--- src/rtl/pipelined_fetch_stage_if.sv ---
// Fetch-stage bus bundle: instruction memory port, redirect request and
// decode-side queue head. The fetch stage owns the master modport.
interface pipelined_fetch_stage_if #(
   parameter int XLEN     = 32,
   parameter int IQ_DEPTH = 4
);
   localparam int CNT_W = $clog2(IQ_DEPTH) + 1;

   logic [XLEN-1:0]  imem_addr;
   logic [31:0]      imem_rdata;
   logic             redirect_valid;
   logic [1:0]       redirect_kind;
   logic [XLEN-1:0]  redirect_base;
   logic [25:0]      redirect_index;
   logic [XLEN-1:0]  redirect_reg;
   logic [15:0]      redirect_imm;
   logic             id_valid;
   logic             id_ready;
   logic [31:0]      id_instr;
   logic [XLEN-1:0]  id_pc;
   logic [CNT_W-1:0] iq_count;
   logic             misalign_pulse;

   modport master (
      output imem_addr,
      input  imem_rdata,
      input  redirect_valid, redirect_kind, redirect_base,
      input  redirect_index, redirect_reg, redirect_imm,
      output id_valid,
      input  id_ready,
      output id_instr, id_pc, iq_count, misalign_pulse
   );

   modport slave (
      input  imem_addr,
      output imem_rdata,
      output redirect_valid, redirect_kind, redirect_base,
      output redirect_index, redirect_reg, redirect_imm,
      input  id_valid,
      output id_ready,
      input  id_instr, id_pc, iq_count, misalign_pulse
   );
endinterface

--- src/rtl/pipelined_fetch_stage.sv ---
// Fetch stage: PC register, redirect target unit and circular instruction queue.
// Optional FETCH_PERF_CNT_EN adds saturating fetch_cnt/flush_cnt outputs.
module pipelined_fetch_stage #(
   parameter int              XLEN     = 32,
   parameter int              IQ_DEPTH = 4,
   parameter logic [XLEN-1:0] RESET_PC = 32'h0000_0000,
   parameter logic [XLEN-1:0] TRAP_VEC = 32'h0000_0080
) (
   input  logic                   clk,
   input  logic                   rst_n,
   pipelined_fetch_stage_if.master bus
`ifdef FETCH_PERF_CNT_EN
   ,
   output logic [31:0]            fetch_cnt,
   output logic [15:0]            flush_cnt
`endif
);

   localparam int              PTR_W    = $clog2(IQ_DEPTH);
   localparam int              CNT_W    = PTR_W + 1;
   localparam logic [CNT_W-1:0] FULL_CNT = CNT_W'(IQ_DEPTH);

   logic [XLEN-1:0]  pc;
   logic [31:0]      instr_q [IQ_DEPTH];
   logic [XLEN-1:0]  pc_q    [IQ_DEPTH];
   logic [PTR_W-1:0] head;
   logic [PTR_W-1:0] tail;
   logic [CNT_W-1:0] count;
   logic             misalign;
   logic             head_valid;
   logic             push;
   logic             pop;
   logic [XLEN-1:0]  base_plus4;
   logic [XLEN-1:0]  branch_off;
   logic [XLEN-1:0]  target;

   always_comb begin
      base_plus4 = bus.redirect_base + XLEN'(4);
      branch_off = {{(XLEN-18){bus.redirect_imm[15]}}, bus.redirect_imm, 2'b00};
      target     = TRAP_VEC;
      case (bus.redirect_kind)
         2'b00:   target = {base_plus4[XLEN-1:28], bus.redirect_index, 2'b00};
         2'b01:   target = bus.redirect_reg;
         2'b10:   target = base_plus4 + branch_off;
         default: target = TRAP_VEC;
      endcase
   end

   // A redirect masks the head so decode can never consume an entry being flushed.
   assign head_valid = (count != '0) && !bus.redirect_valid;
   assign pop        = head_valid && bus.id_ready;
   assign push       = !bus.redirect_valid && ((count != FULL_CNT) || pop);

   assign bus.imem_addr      = pc;
   assign bus.id_valid       = head_valid;
   assign bus.id_instr       = instr_q[head];
   assign bus.id_pc          = pc_q[head];
   assign bus.iq_count       = count;
   assign bus.misalign_pulse = misalign;

   always_ff @(posedge clk or negedge rst_n) begin
      if (!rst_n) begin
         pc       <= RESET_PC;
         head     <= '0;
         tail     <= '0;
         count    <= '0;
         misalign <= 1'b0;
      end else if (bus.redirect_valid) begin
         pc       <= {target[XLEN-1:2], 2'b00};
         head     <= '0;
         tail     <= '0;
         count    <= '0;
         misalign <= |target[1:0];
      end else begin
         misalign <= 1'b0;
         if (push) begin
            pc   <= pc + XLEN'(4);
            tail <= tail + PTR_W'(1);
         end
         if (pop) begin
            head <= head + PTR_W'(1);
         end
         case ({push, pop})
            2'b10:   count <= count + CNT_W'(1);
            2'b01:   count <= count - CNT_W'(1);
            default: count <= count;
         endcase
      end
   end

   // Storage is cleared on reset so the head reads as zero before the first fetch.
   always_ff @(posedge clk or negedge rst_n) begin
      if (!rst_n) begin
         for (int i = 0; i < IQ_DEPTH; i++) begin
            instr_q[i] <= '0;
            pc_q[i]    <= '0;
         end
      end else if (push) begin
         instr_q[tail] <= bus.imem_rdata;
         pc_q[tail]    <= pc;
      end
   end

`ifdef FETCH_PERF_CNT_EN
   always_ff @(posedge clk or negedge rst_n) begin
      if (!rst_n) begin
         fetch_cnt <= '0;
         flush_cnt <= '0;
      end else begin
         if (push && (fetch_cnt != '1)) begin
            fetch_cnt <= fetch_cnt + 32'd1;
         end
         if (bus.redirect_valid && (flush_cnt != '1)) begin
            flush_cnt <= flush_cnt + 16'd1;
         end
      end
   end
`endif

endmodule

--- src/flat_wrapper.sv ---
// flat-port wrapper written by rule: the top's interface ports become plain ports
module pipelined_fetch_stage_flat 
#(
   parameter int              XLEN     = 32,
   parameter int              IQ_DEPTH = 4,
   parameter logic [XLEN-1:0] RESET_PC = 32'h0000_0000,
   parameter logic [XLEN-1:0] TRAP_VEC = 32'h0000_0080
)
  (clk, rst_n, bus_imem_addr, bus_imem_rdata, bus_redirect_valid, bus_redirect_kind, bus_redirect_base, bus_redirect_index, bus_redirect_reg, bus_redirect_imm, bus_id_valid, bus_id_ready, bus_id_instr, bus_id_pc, bus_iq_count, bus_misalign_pulse);
  pipelined_fetch_stage_if #(.XLEN(XLEN), .IQ_DEPTH(IQ_DEPTH)) bus_i ();
  input  logic clk;
  input  logic rst_n;
  output wire logic [$bits(bus_i.imem_addr)-1:0] bus_imem_addr;
  input wire logic [$bits(bus_i.imem_rdata)-1:0] bus_imem_rdata;
  input wire logic [$bits(bus_i.redirect_valid)-1:0] bus_redirect_valid;
  input wire logic [$bits(bus_i.redirect_kind)-1:0] bus_redirect_kind;
  input wire logic [$bits(bus_i.redirect_base)-1:0] bus_redirect_base;
  input wire logic [$bits(bus_i.redirect_index)-1:0] bus_redirect_index;
  input wire logic [$bits(bus_i.redirect_reg)-1:0] bus_redirect_reg;
  input wire logic [$bits(bus_i.redirect_imm)-1:0] bus_redirect_imm;
  output wire logic [$bits(bus_i.id_valid)-1:0] bus_id_valid;
  input wire logic [$bits(bus_i.id_ready)-1:0] bus_id_ready;
  output wire logic [$bits(bus_i.id_instr)-1:0] bus_id_instr;
  output wire logic [$bits(bus_i.id_pc)-1:0] bus_id_pc;
  output wire logic [$bits(bus_i.iq_count)-1:0] bus_iq_count;
  output wire logic [$bits(bus_i.misalign_pulse)-1:0] bus_misalign_pulse;
  assign bus_imem_addr = bus_i.imem_addr;
  assign bus_i.imem_rdata = bus_imem_rdata;
  assign bus_i.redirect_valid = bus_redirect_valid;
  assign bus_i.redirect_kind = bus_redirect_kind;
  assign bus_i.redirect_base = bus_redirect_base;
  assign bus_i.redirect_index = bus_redirect_index;
  assign bus_i.redirect_reg = bus_redirect_reg;
  assign bus_i.redirect_imm = bus_redirect_imm;
  assign bus_id_valid = bus_i.id_valid;
  assign bus_i.id_ready = bus_id_ready;
  assign bus_id_instr = bus_i.id_instr;
  assign bus_id_pc = bus_i.id_pc;
  assign bus_iq_count = bus_i.iq_count;
  assign bus_misalign_pulse = bus_i.misalign_pulse;
  pipelined_fetch_stage #(.XLEN(XLEN), .IQ_DEPTH(IQ_DEPTH), .RESET_PC(RESET_PC), .TRAP_VEC(TRAP_VEC)) u_core (.clk(clk), .rst_n(rst_n), .bus(bus_i));
endmodule
--- config.mk ---
export PLATFORM = sky130hd
export DESIGN_NAME = pipelined_fetch_stage_flat
export DESIGN_NICKNAME = d
export VERILOG_FILES = /design/src/rtl/pipelined_fetch_stage_if.sv /design/src/rtl/pipelined_fetch_stage.sv /design/src/flat_wrapper.sv
export SDC_FILE = /design/constraint.sdc
export NUM_CORES = 1
export LEC_CHECK = 0
export CAP_MARGIN = 40
export CORE_MARGIN = 1
export CORE_UTILIZATION = 42
export CTS_BUF_LIST = sky130_fd_sc_hd__clkbuf_2
export DETAILED_ROUTE_END_ITERATION = 7
export SLEW_MARGIN = 20
export SYNTH_ARGS = -nofsm -noshare
export SYNTH_HDL_FRONTEND = slang
export SYNTH_SLANG_ARGS = --single-unit
--- constraint.sdc ---
create_clock -name clk -period 3.9 [get_ports clk]
set_input_delay 0.78 -clock clk [delete_from_list [all_inputs] [get_ports clk]]
set_output_delay 0.78 -clock clk [all_outputs]
set_load 0.05 [all_outputs]
==> results.md, run 1 <==
- Fmax: 267 MHz
- GRT Resource Usage Total: between 20% and 30%
- CTS clk-pin slew, worst paths: about 0.1 ns
- Vias: between 10k and 15k
- Final Wtd Congestion: 0.853
- Final non-filler cell total: 2143
- Synth Flop Type: dfrtp_1
- Synthesized flop and latch total: 286
- Die ar.: 37600 um^2
- Post-synth EDFFs: 0
- PD cells: 659 nW/um^2
- RSZ-0062 raised after global routing: no
- Placed Cells: 2027
- DP HPWL: 29100 um
- Setup slack after layout: approximately 0.16 ns
- Hold crit path type: in -> reg
- I/O Buffers: 240
- Slew HR: 40.8%
- Fillers: approximately 3.2k
- Number of core rows: between 60 and 70
- Vias in the first global route: 12.1k
- CTS sink cnt: 286
- Final WL: 40100 um
- CTS root buffer: clkbuf_2
- Per-cell routed wire length: 18.7 um
- Post-synthesis cell area: between 15000 and 20000 um^2
- Iter 0 DRT Violations: around 450
- Die Y: 194 um
- Post-synth ARST share: between 90% and 100%
- Post-Syn Area per Cell: 12.4 um^2
- Status: finished clean
- Initial Util: 43.0%
- Number of buffers created by CTS: 73
- Critical path arrival: 2.96 ns
- DRT Pass-1 Iters: 5
- Final hold violations: 0
- Skew final: 0.0633 ns
- Final setup vio count: 0
- Final antenna-violating net count: 0
- Bufs on Longest Clock Path: 3
- First-pass GRT wire length: 64600 um
- Antenna violations before repair: 1
- VDD IR max: 0.349 mV
- IO Pins: 245
- Worst setup EP type: primary output
- Startpoint class of the critical path: flip-flop
- Synth unique cells: 61
- DR vias/cell: around 5.3
- Placed Area: 19400 um^2
- Clk_lat worst skew: 0.83 ns
- Final Cell Area: ~20000 um^2
- Synthesis Warnings: 0
- Required @ worst endpoint: 3.12 ns
- Post-Synthesis Cells: 1249
- Max-cap violation count: 0
- Area growth, synth to finish: 29.6%
- Layout cells sized above 1: a little over a third
- Min Tclk post-route: approximately 3.7 ns
- Period utilization: 95.9%
- CTS HTree Levels: 3
- Die width: 194 um
- Slew Limit Fails: 0
- Most frequent cells in the layout: 284 x dfrtp_1, 242 x mux2_2, 212 x clkdlybuf4s50_1
- CTS tree: built
- Most common cell after layout, fill and taps aside: dfrtp_1
- Drc violations: 0
- Crit Path Max Fanout: 23
- Std-Cell Core Area: 35900 um^2
- Measured slew at the worst slew-check pin: 0.888 ns
- Sequential area share after synthesis: 46.3%
- Pleak: 8.78 nW
- Largest net degree at the start of global routing: 110
- Core Util, Final: 55.8%
- Total grt overflow: 0
- Place WS: -0.633 ns
- Nets: 1831
- Crit Path Category: reg -> out
routing by layer:
metal	part of all wire [%]	GRT usage (%)	up-vias
met3	5.2	4.40	49
met4	1.6	5.97	0
li1	-	-	5407
met2	49	36.6	286
met5	0	0	-
met1	45	28.2	5669
worst max-delay path, cell delays in order, from the launching register on:
cell and delay [ns]:
dfrtp_4 0.61, buf_12 0.27, mux4_2 0.52, clkdlybuf4s50_1 0.72
sequential cells by signal (all words and copies together), names as in the netlist:
register / cells
u_core.bus.imem_addr: 30
u_core.pc_q: 120
u_core.instr_q: 128
u_core.bus.misalign_pulse: 1
u_core.bus.iq_count: 3
u_core.tail: 2
u_core.head: 2
layout make-up:
class	instances	area, um^2	share of cell area, %
Sequential cell	286	7160	35.8
Clock buffer	104	520	2.60
Multi-Input combinational cell	870	7940	39.6
Antenna cell	1	2.50	0.0125
Tap cell	461	577	2.88
Inverter	19	71.3	0.356
Clock inverter	8	86.3	0.431
Timing Repair Buffer	394	3670	18.3
worst paths after layout:
path                       slack [ns]                                start                              endpoint  depth (start not counted)
min reg2reg                      0.49          u_core.pc_q[49]$_DFFE_PN0P_           u_core.pc_q[49]$_DFFE_PN0P_                          2
max                              0.16           u_core.head[0]$_DFFE_PN0P_                         bus_id_pc[30]                          3
max reg2reg                      1.13  u_core.bus.imem_addr[9]$_DFFE_PN0N_  u_core.bus.imem_addr[29]$_DFFE_PN0N_                          9
min in group asynchronous        0.61                                rst_n          u_core.pc_q[106]$_DFFE_PN0P_                          2
min                              0.21                   bus_redirect_valid            u_core.head[1]$_DFFE_PN0P_                          2
max in group asynchronous        2.36                                rst_n  u_core.bus.imem_addr[18]$_DFFE_PN0N_                          3
stage by stage:
| stage | setup TNS [ns] | hold WS [ns] | power (W) |
|---|---|---|---|
| final | 0 | 0.206 | 0.0132 |
| after global routing | 0 | 0.123 | 0.0140 |
| after CTS | 0 | 0.0993 | 0.0134 |
| after detailed placement | -6.66 | 0.471 | 0.0114 |
| after global placement | -5.96 | 0.459 | 0.0113 |
| after floorplan | 0 | 0.445 | 0.00927 |
cells by family after synthesis:
logic type / share of synthesized area, %
fa+ha+maj: 3.53
xor+xnor: 4.76
buf+inv: 2.61
compound gates: 7.20
flops: 46.3
simple gates: 7.10
mux: 28.5
other cells: 0.0243
synthesized netlist by cell type (4+ instances only):
master,count,share of area [%]
clkbuf_1,54,1.3
o22ai_1,16,0.65
nand2_1,72,1.7
o21ai_0,46,1.5
and2_1,6,0.24
nand2b_1,5,0.20
mux4_2,62,9.0
a21o_1,7,0.34
mux2i_1,28,1.8
o211ai_1,4,0.19
dfrtp_1,286,46
a31oi_1,6,0.24
a21oi_1,56,1.8
nand4_1,19,0.77
o21bai_1,4,0.19
nor2_1,55,1.3
nand3_1,31,1.0
o21a_1,4,0.19
a211oi_1,6,0.29
and3_1,15,0.61
buf_1,12,0.29
buf_4,4,0.19
xnor2_1,50,2.8
buf_2,4,0.13
nor3_1,6,0.19
and4_1,7,0.40
xor2_1,34,1.9
inv_1,18,0.44
nor2b_1,6,0.24
mux2_2,242,18
ha_1,42,3.4
power breakdown:
group	internal [W]	total [W]	switching [W]
Clock	0.000825	0.00197	0.00114
Combinational	0.00292	0.00629	0.00337
Sequential	0.00421	0.00494	0.000732
Total	0.00795	0.0132	0.00524
repair_timing:
item,4_1_cts,5_1_grt
hold buffers,1,0
hold endpoints to repair,43,0
pin swaps,0,1
endpoints found under the setup margin,45,6
setup buffers,1,0
gates resized for setup,20,7
No activity file was read; power rests on OpenSTA's default activity.
==> run 2, diff against run 1 <==
Settings changed: CORE_UTILIZATION 42 to 49, PLACE_DENSITY from default to 0.74, SLEW_MARGIN 20 to 0.
==> results.md, run 2 (synthesis gave the netlist of run 1 again) <==
- Min Tclk post-route: approximately 3.7 ns
- Total grt overflow: 0
- Top reg by flops: u_core.instr_q
- Vias: about 11k
- Status: complete, but fails checks
- CTS HTree Levels: 3
- Vias in the first global route: roughly 12k
- Slew HR: 45.8%
- Per-cell routed wire length: 18.9 um
- First-pass GRT wire length: 64200 um
- Final setup vio count: 0
- R2r worst-path depth: 9
- DRT Pass-1 Iters: 8
- Reg-to-reg startpoint: u_core.bus.imem_addr[9]$_DFFE_PN0N_
- Most common cell after layout, fill and taps aside: dfrtp_1
- Critical path arrival: between 2 and 3 ns
- Crit Path Category: reg -> out
- Measured slew at the worst slew-check pin: ~0.8 ns
- Iter 0 DRT Violations: 653
- Slew Limit Fails: 0
- Required @ worst endpoint: around 3.1 ns
- Clk_lat worst skew: just over 0.8 ns
- Max reg flops: 128
- Std-Cell Core Area: 30800 um^2
- RSZ-0062 raised after global routing: no
- PD cells: 668 nW/um^2
- Final non-filler cell total: around 2.1k
- Final antenna-violating net count: 0
- Skew final: approximately 0.067 ns
- Placed Cells: 1958
- Setup slack after layout: 0.168 ns
- Bufs on Longest Clock Path: 3
- Core Util, Final: 64.7%
- Period utilization: between 90% and 100%
- DR vias/cell: 5.55
- FF-to-FF End: u_core.bus.imem_addr[29]$_DFFE_PN0N_
- Layout cells sized above 1: 34.1%
- Max-cap violation count: 0
- CTS tree: built
- Area growth, synth to finish: 29.0%
- Final Power: 0.0133 W
- Cell breakdown of the critical path: buf_12 > mux4_2 > clkdlybuf4s50_1
- Setup TNS: 0 ns
- Nets: between 1.5k and 2k
- Die width: 180 um
- Number of core rows: 64
- CTS root buffer: clkbuf_2
- Hold crit path type: in -> reg
- CTS sink cnt: 286
- Die ar.: around 32000 um^2
- Die Y: roughly 180 um
- Place WS: -0.669 ns
- IO Pins: around 250
- Drc violations: 12
- Critical Path End: bus_id_pc[22]
- Worst setup path startpoint: u_core.head[0]$_DFFE_PN0P_
- Largest net degree at the start of global routing: 101
- DP HPWL: between 20000 and 30000 um
- Most frequent cells in the layout: 284 x dfrtp_1, 242 x mux2_2, 237 x clkdlybuf4s50_1
- Pleak: 8.66 nW
- Violated checks: design-rule violations
- Initial Util: 50.1%
- Worst setup EP type: primary output
- Crit-path slowest cell: clkdlybuf4s50_1
- R2R setup slack: 1.16 ns
- Number of buffers created by CTS: 71
- VDD IR max: 0.436 mV
- Final WL: 39100 um
- Antenna violations before repair: 1
- Final Wtd Congestion: between 0.9 and 1
- I/O Buffers: 240
- Startpoint class of the critical path: flip-flop
- Fmax: 268 MHz
- Max incr delay on CP: 0.75 ns
- Final hold violations: 0
- GRT Resource Usage Total: 24.9%
- Crit Path Max Fanout: 14
- CTS clk-pin slew, worst paths: 0.13 ns
## run 2: cell type report
cell class / instances / area [um^2]
diodes: 1 / 2.50
clock buffers: 92 / 460
clock inverters: 17 / 150
fillers: 2396 / 10900
inverters: 19 / 71.3
multi-input cells: 870 / 7940
flip-flops and latches: 286 / 7160
well taps: 396 / 495
repair buffers: 389 / 3660
## run 2: worst min-delay path by stage
stage / from / to / slack [ns] / depth (start not counted)
after global routing: bus_redirect_valid / u_core.bus.iq_count[0]$_DFFE_PN0P_ / 0.22 / 2
after detailed placement: u_core.pc_q[117]$_DFFE_PN0P_ / u_core.pc_q[117]$_DFFE_PN0P_ / 0.47 / 2
after global placement: u_core.pc_q[117]$_DFFE_PN0P_ / u_core.pc_q[117]$_DFFE_PN0P_ / 0.46 / 2
after floorplan: u_core.pc_q[49]$_DFFE_PN0P_ / u_core.pc_q[49]$_DFFE_PN0P_ / 0.44 / 2
after CTS: bus_redirect_valid / u_core.head[0]$_DFFE_PN0P_ / 0.18 / 2
final: bus_redirect_valid / u_core.head[0]$_DFFE_PN0P_ / 0.26 / 2
## run 2: what timing repair did
item	CTS	global route
endpoints found under the setup margin	41	1
hold buffers	1	0
gates resized for setup	0	2
endpoints found under the hold margin	26	0
pin swaps	0	2
buffers inserted	1	0
## run 2: layer usage
layer | track usage (%) | wire, um | share of wire, % | vias up
met3 | 4.29 | 2150 | 5.5 | 56
met1 | 32.1 | 16900 | 43 | 5681
met2 | 43.0 | 19400 | 50 | 353
met5 | 0 | 0 | 0 | -
li1 | - | - | - | 5392
met4 | 7.69 | 668 | 1.7 | 0
## run 2: stage by stage
step | area (um^2) | hold slack, ns
6_report | 19900 | 0.264
5_1_grt | 19900 | 0.224
4_1_cts | 19900 | 0.178
3_5_place_dp | 19300 | 0.470
3_3_place_gp | 19300 | 0.456
2_1_floorplan | 15500 | 0.445
## run 2: power by group
part	switching [W]	internal, W	leakage [nW]	total (W)
combinational	0.00336	0.00304	4.73	0.00640
sequential	0.000766	0.00421	3.48	0.00497
clock	0.00112	0.000827	0.444	0.00195
total	0.00525	0.00807	8.66	0.0133
## run 2: critical path: cells and delay by family, from the launching register on
kind                   cells  cell delay [ns]
muxes                      1             0.51
DFF                        1             0.66
buffers and inverters      2             0.98
==> edit 1: new RTL, settings of run 2 <==
`XLEN` is set to 32 in 3 places; all go to 48.
--- a/src/rtl/pipelined_fetch_stage_if.sv
+++ b/src/rtl/pipelined_fetch_stage_if.sv
@@ -2,5 +2,5 @@
 // decode-side queue head. The fetch stage owns the master modport.
 interface pipelined_fetch_stage_if #(
-   parameter int XLEN     = 32,
+   parameter int XLEN     = 48,
    parameter int IQ_DEPTH = 4
 );
--- a/src/rtl/pipelined_fetch_stage.sv
+++ b/src/rtl/pipelined_fetch_stage.sv
@@ -2,5 +2,5 @@
 // Optional FETCH_PERF_CNT_EN adds saturating fetch_cnt/flush_cnt outputs.
 module pipelined_fetch_stage #(
-   parameter int              XLEN     = 32,
+   parameter int              XLEN     = 48,
    parameter int              IQ_DEPTH = 4,
    parameter logic [XLEN-1:0] RESET_PC = 32'h0000_0000,
--- a/src/flat_wrapper.sv
+++ b/src/flat_wrapper.sv
@@ -2,5 +2,5 @@
 module pipelined_fetch_stage_flat 
 #(
-   parameter int              XLEN     = 32,
+   parameter int              XLEN     = 48,
    parameter int              IQ_DEPTH = 4,
    parameter logic [XLEN-1:0] RESET_PC = 32'h0000_0000,
Ports: changed (resized bus_id_pc, bus_imem_addr, bus_redirect_base and bus_redirect_reg); port bits go from 245 to 309. The function was not compared with the original's and may differ.
==> edit 1 against run 2 <==
- design area is 37% higher
- global-route usage is 2.9 points higher
- sequential cell count is 80 higher
- count of clock-buffer cells in the layout is 37 higher
- worst setup slack worse by 92 ps
- area after synthesis is 36% higher
- total power is 28% higher
- wire length is 53% higher
- hold slack better by 3.9 ps
- critical path type is now primary input to register
==> edit 1: results (changes against run 2) <==
Worst setup path
  • Worst R2R Setup Slack: 1010 ps (-150 ps)
  • R2r endpoint: u_core.instr_q[78]
  • R2R Path Start: u_core.bus.iq_count[0]
  • Worst setup path end: u_core.bus.imem_addr[31]
  • CP max FO: 5 (-9)
  • R2R depth: 8 (-1)

STA
  • Slew @ Worst Pin: 784 ps (-27.2 ps)

Placement
  • Pre-CTS setup slack: -778 ps (-109 ps)
  • Hpwl dp: 45200 um (+58%)
  • Placed instance area: 26400 um^2 (+37%)
  • GPL Wtd Cong: 0.959 (+3.0%)

Detailed routing
  • M1 wire length: 26200 um (+55%)
  • Met2 WL: 28700 um (+48%)
  • Met3 wire len: 3410 um (+59%)
  • Total routed wirelength: 59900 um (+53%)
  • Starting DRC count in detailed routing: 1010 (+55%)
  • Wire length per cell: 20.3 um (+7.3%)

Outcome
  • Status: finished, final reports clean

Worst hold path
  • Hold Path Sink: u_core.bus.imem_addr[5]

Layout
  • # nets final: 2600 (+43%)
  • Largest Register: u_core.pc_q

Synthesis
  • Synth area leaders: dfrtp_1 (44%), mux2_2 (16%), mux4_2 (8.4%)
  • Synth cell types: 85 (+39%)
  • Multiplexer share of the synthesized area: 25.9% (-2.5 points)
  • Mapped Cells: 1808 (+45%)
  • Post-Synth Adder-Cell Area: 3.84% (+0.31 points)
  • Compound-gate portion of the synthesized area: 9.17% (+2.0 points)

Global routing
  • First-pass GRT wire length: 95000 um (+48%)
  • Vias in the first global route: 17800 (+45%)

Clock tree
  • Clk Latency, worst-skew pair: 900 ps (+90 ps)
## edit 1: metrics by stage
stage                     total power, mW  utilization, %
after global routing                 17.9            64.8
final                                17.0            64.8
after detailed placement             14.8            62.7
after CTS                            17.1            64.6
after global placement               14.5            62.7
after floorplan                      11.8               -
## edit 1: area by class of cell
| cell class | instances | area [um^2] | area share (%) |
|---|---|---|---|
| clock buffer | 129 | 646 | 2.37 |
| inverter | 31 | 116 | 0.426 |
| multi-input combinational | 1303 | 11400 | 41.7 |
| clock inverter | 22 | 199 | 0.729 |
| antenna | 2 | 5.00 | 0.0183 |
| tap | 539 | 674 | 2.47 |
| timing repair buffer | 566 | 5100 | 18.7 |
| sequential | 366 | 9170 | 33.6 |
## edit 1: metal layers
layer	global-route usage (%)	vias to the layer above
li1	-	7801
met1	36.9	8308
met2	46.0	581
met3	4.81	101
met4	9.58	0
met5	0	-
## edit 1: worst max-delay path, stage by stage
cell and delay, ps:
clkdlybuf4s50_1 500, and4_1 230, and4_2 270, nand3_1 250, nor2_1 190, xnor2_1 90, ha_1 330, nand2_1 80
buf_4 150, or3_1 410, a211oi_2 300, buf_4 200, nor3_4 70, or3_1 370, a41oi_2 220, a211oi_1 60
nor2_1 100
## edit 1: report_power, final
| group | internal [mW] | switching, mW |
|---|---|---|
| clock | 1.14 | 1.48 |
| combinational | 3.55 | 4.46 |
| sequential | 5.36 | 0.996 |
| total | 10.1 | 6.94 |
## edit 1: timing repair
item / in CTS / in global routing
hold buffers: 1 / 0
pin swaps: 0 / 3
buffers inserted: 0 / 1
setup endpoints to repair: 68 / 14
hold endpoints to repair: 92 / 0
gates resized for setup: 68 / 14
==> edit 2: new RTL, settings of run 2 <==
Without the edit above. Remove the case item `2'b10` of the case on `bus.redirect_kind`.
--- a/src/rtl/pipelined_fetch_stage.sv
+++ b/src/rtl/pipelined_fetch_stage.sv
@@ -42,5 +42,4 @@
          2'b00:   target = {base_plus4[XLEN-1:28], bus.redirect_index, 2'b00};
          2'b01:   target = bus.redirect_reg;
-         2'b10:   target = base_plus4 + branch_off;
          default: target = TRAP_VEC;
       endcase
Check against the original RTL: not equivalent (Yosys sat finds a counterexample within 4 cycles, from zero or initial values and one cycle with rst_n low).
==> edit 2 against run 2 <==
- the run still ends with DRC left
- wire length shrank 21%
- area after synthesis shrank 14%
- utilization shrank 1.5 points
- synthesized cell count shrank 29%
- design area shrank 17%
- sequential cell count is the same
- first-iteration DRC count shrank 36%
- clock skew grew 12 ps
- total power shrank 7.7%
- worst setup slack gained 36 ps
- critical path type unchanged
==> edit 2: results (changes against run 2) <==
Outcome
  • Status: finished, violations left
  • Failing checks: DRC

Global routing
  • Largest net degree at the start of global routing: 79 (-22%)
  • Initial antenna violation count: 4 (+3)
  • Vias in the first global route: 9397 (-24%)
  • Total GRT Usage: 23.2% (-1.8 points)
  • First-pass GRT wire length: 50300 um (-22%)

Clock tree
  • Cell chosen for the clock root: clkbuf_2
  • Post-CTS Resized: 0 (unchanged)
  • Clock edge transition at the registers on the reported setup and hold paths: 100 ps (-30 ps)
  • Clk Latency, worst-skew pair: 830 ps (+20 ps)
  • Cts bufs inserted: 76 (+7.0%)
  • Setup Buffers After CTS: 0 (-1)
  • CTS Hold Bufs: 1 (unchanged)

Layout
  • # nets final: 1298 (-29%)
  • Fraction of layout cells with a size suffix above 1: 39.2% (+5.2 points)
  • Max reg flops: 128 (unchanged)

Detailed routing
  • TritonRoute pass-1 iters: 7 (-1)
  • Total routed wirelength: 30700 um (-21%)
  • DR top layer: met5
  • Starting DRC count in detailed routing: 420 (-36%)
  • Residual DRC: 24 (+12)
  • Met3 wire len: 2070 um (-3.5%)
  • M1 wire length: 12800 um (-24%)
  • Vias per inst: 5.65 (+1.9%)
  • Met2 WL: 15400 um (-21%)

Worst setup path
  • R2R Path Start: u_core.bus.iq_count[1]
  • Crit-path slowest cell: clkdlybuf4s50_1
  • Worst setup path end: bus_id_pc[16]
  • Worst R2R Setup Slack: 1490 ps (+330 ps)
  • CP max FO: 40 (+26)
  • R2R depth: 9 (unchanged)
  • R2r endpoint: u_core.pc_q[127]
  • Data arrival, critical path: 2920 ps (-30 ps)
  • CP Launch Point: u_core.head[0]

Synthesis
  • Synth cell types: 49 (-20%)
  • Commonest cells in the netlist: dfrtp_1 (286), mux2_2 (248), mux4_2 (62)
  • Synth area leaders: dfrtp_1 (54%), mux2_2 (21%), mux4_2 (11%)
  • Synthesis Warnings: 0 (unchanged)
  • Sequential share of the synthesized area: 54.0% (+7.7 points)

Placement
  • Placed instance area: 15900 um^2 (-18%)
  • GPL Wtd Cong: 0.802 (-14%)
  • Port Buffers: 222 (-7.5%)
  • Hpwl dp: 19800 um (-31%)

STA
  • Slew margin rel.: 46.0% (+0.24 points)
  • Max Freq: 0.271 GHz (+0.97%)
  • Clock skew: 78.3 ps (+11.7 ps)

Pwr
  • Pleak: 7.16 nW (-17%)
  • Max IR drop VDD: 0.453 mV (+3.9%)
[edit 2: report_power, final]
part	switching, mW	internal (mW)	leakage (nW)
Clock	1.17	0.983	0.519
Combinational	2.84	2.53	3.08
Sequential	0.635	4.13	3.56
Total	4.65	7.65	7.16
[edit 2: layout make-up]
cell class	instances	area, um^2
clock buffers	107	536
inverters	12	45.0
multi-input cells	524	5790
flip-flops and latches	286	7160
well taps	335	419
fillers	2034	9680
diodes	2	5.00
repair buffers	247	2490
clock inverters	14	159
[edit 2: logic make-up (layout without fill, tap and decap cells)]
logic type	after synthesis	in the layout	synth area share [%]
mux	340	340	33.9
xor+xnor	31	31	2.05
flops	286	286	54.0
other cells	1	6	0.0283
compound gates	50	50	2.59
simple gates	92	92	4.14
buf+inv	76	380	2.61
fa+ha+maj	7	7	0.661
[edit 2: worst min-delay path by stage]
stage / cells past startpoint / startpoint / to / slack [ps]
2_1_floorplan: 1 / u_core.instr_q[32] / u_core.instr_q[32] / 470
3_3_place_gp: 1 / u_core.instr_q[33] / u_core.instr_q[33] / 480
3_5_place_dp: 1 / u_core.pc_q[38] / u_core.pc_q[38] / 490
4_1_cts: 2 / bus_redirect_valid / u_core.tail[1] / 170
5_1_grt: 2 / bus_redirect_valid / u_core.tail[1] / 230
6_report: 2 / bus_redirect_valid / u_core.tail[1] / 270
[edit 2: metal layers]
metal	vias up	global-route usage (%)
li1	3850	-
met1	4439	29.9
met2	297	38.1
met3	42	6.06
met4	4	7.85
met5	-	0
[edit 2: worst max-delay path, delay by kind of cell (launching register included)]
family	cells	cell delay [ps]
flip-flops	1	450
buffers and inverters	2	1070
multiplexers	1	620
[edit 2: metrics by stage]
step                      setup slack (ps)  std cells
after floorplan                       1000        886
after global placement                 833       1401
after detailed placement               828       1403
after CTS                             94.9       1525
after global routing                  39.2       1526
final                                  203       1527
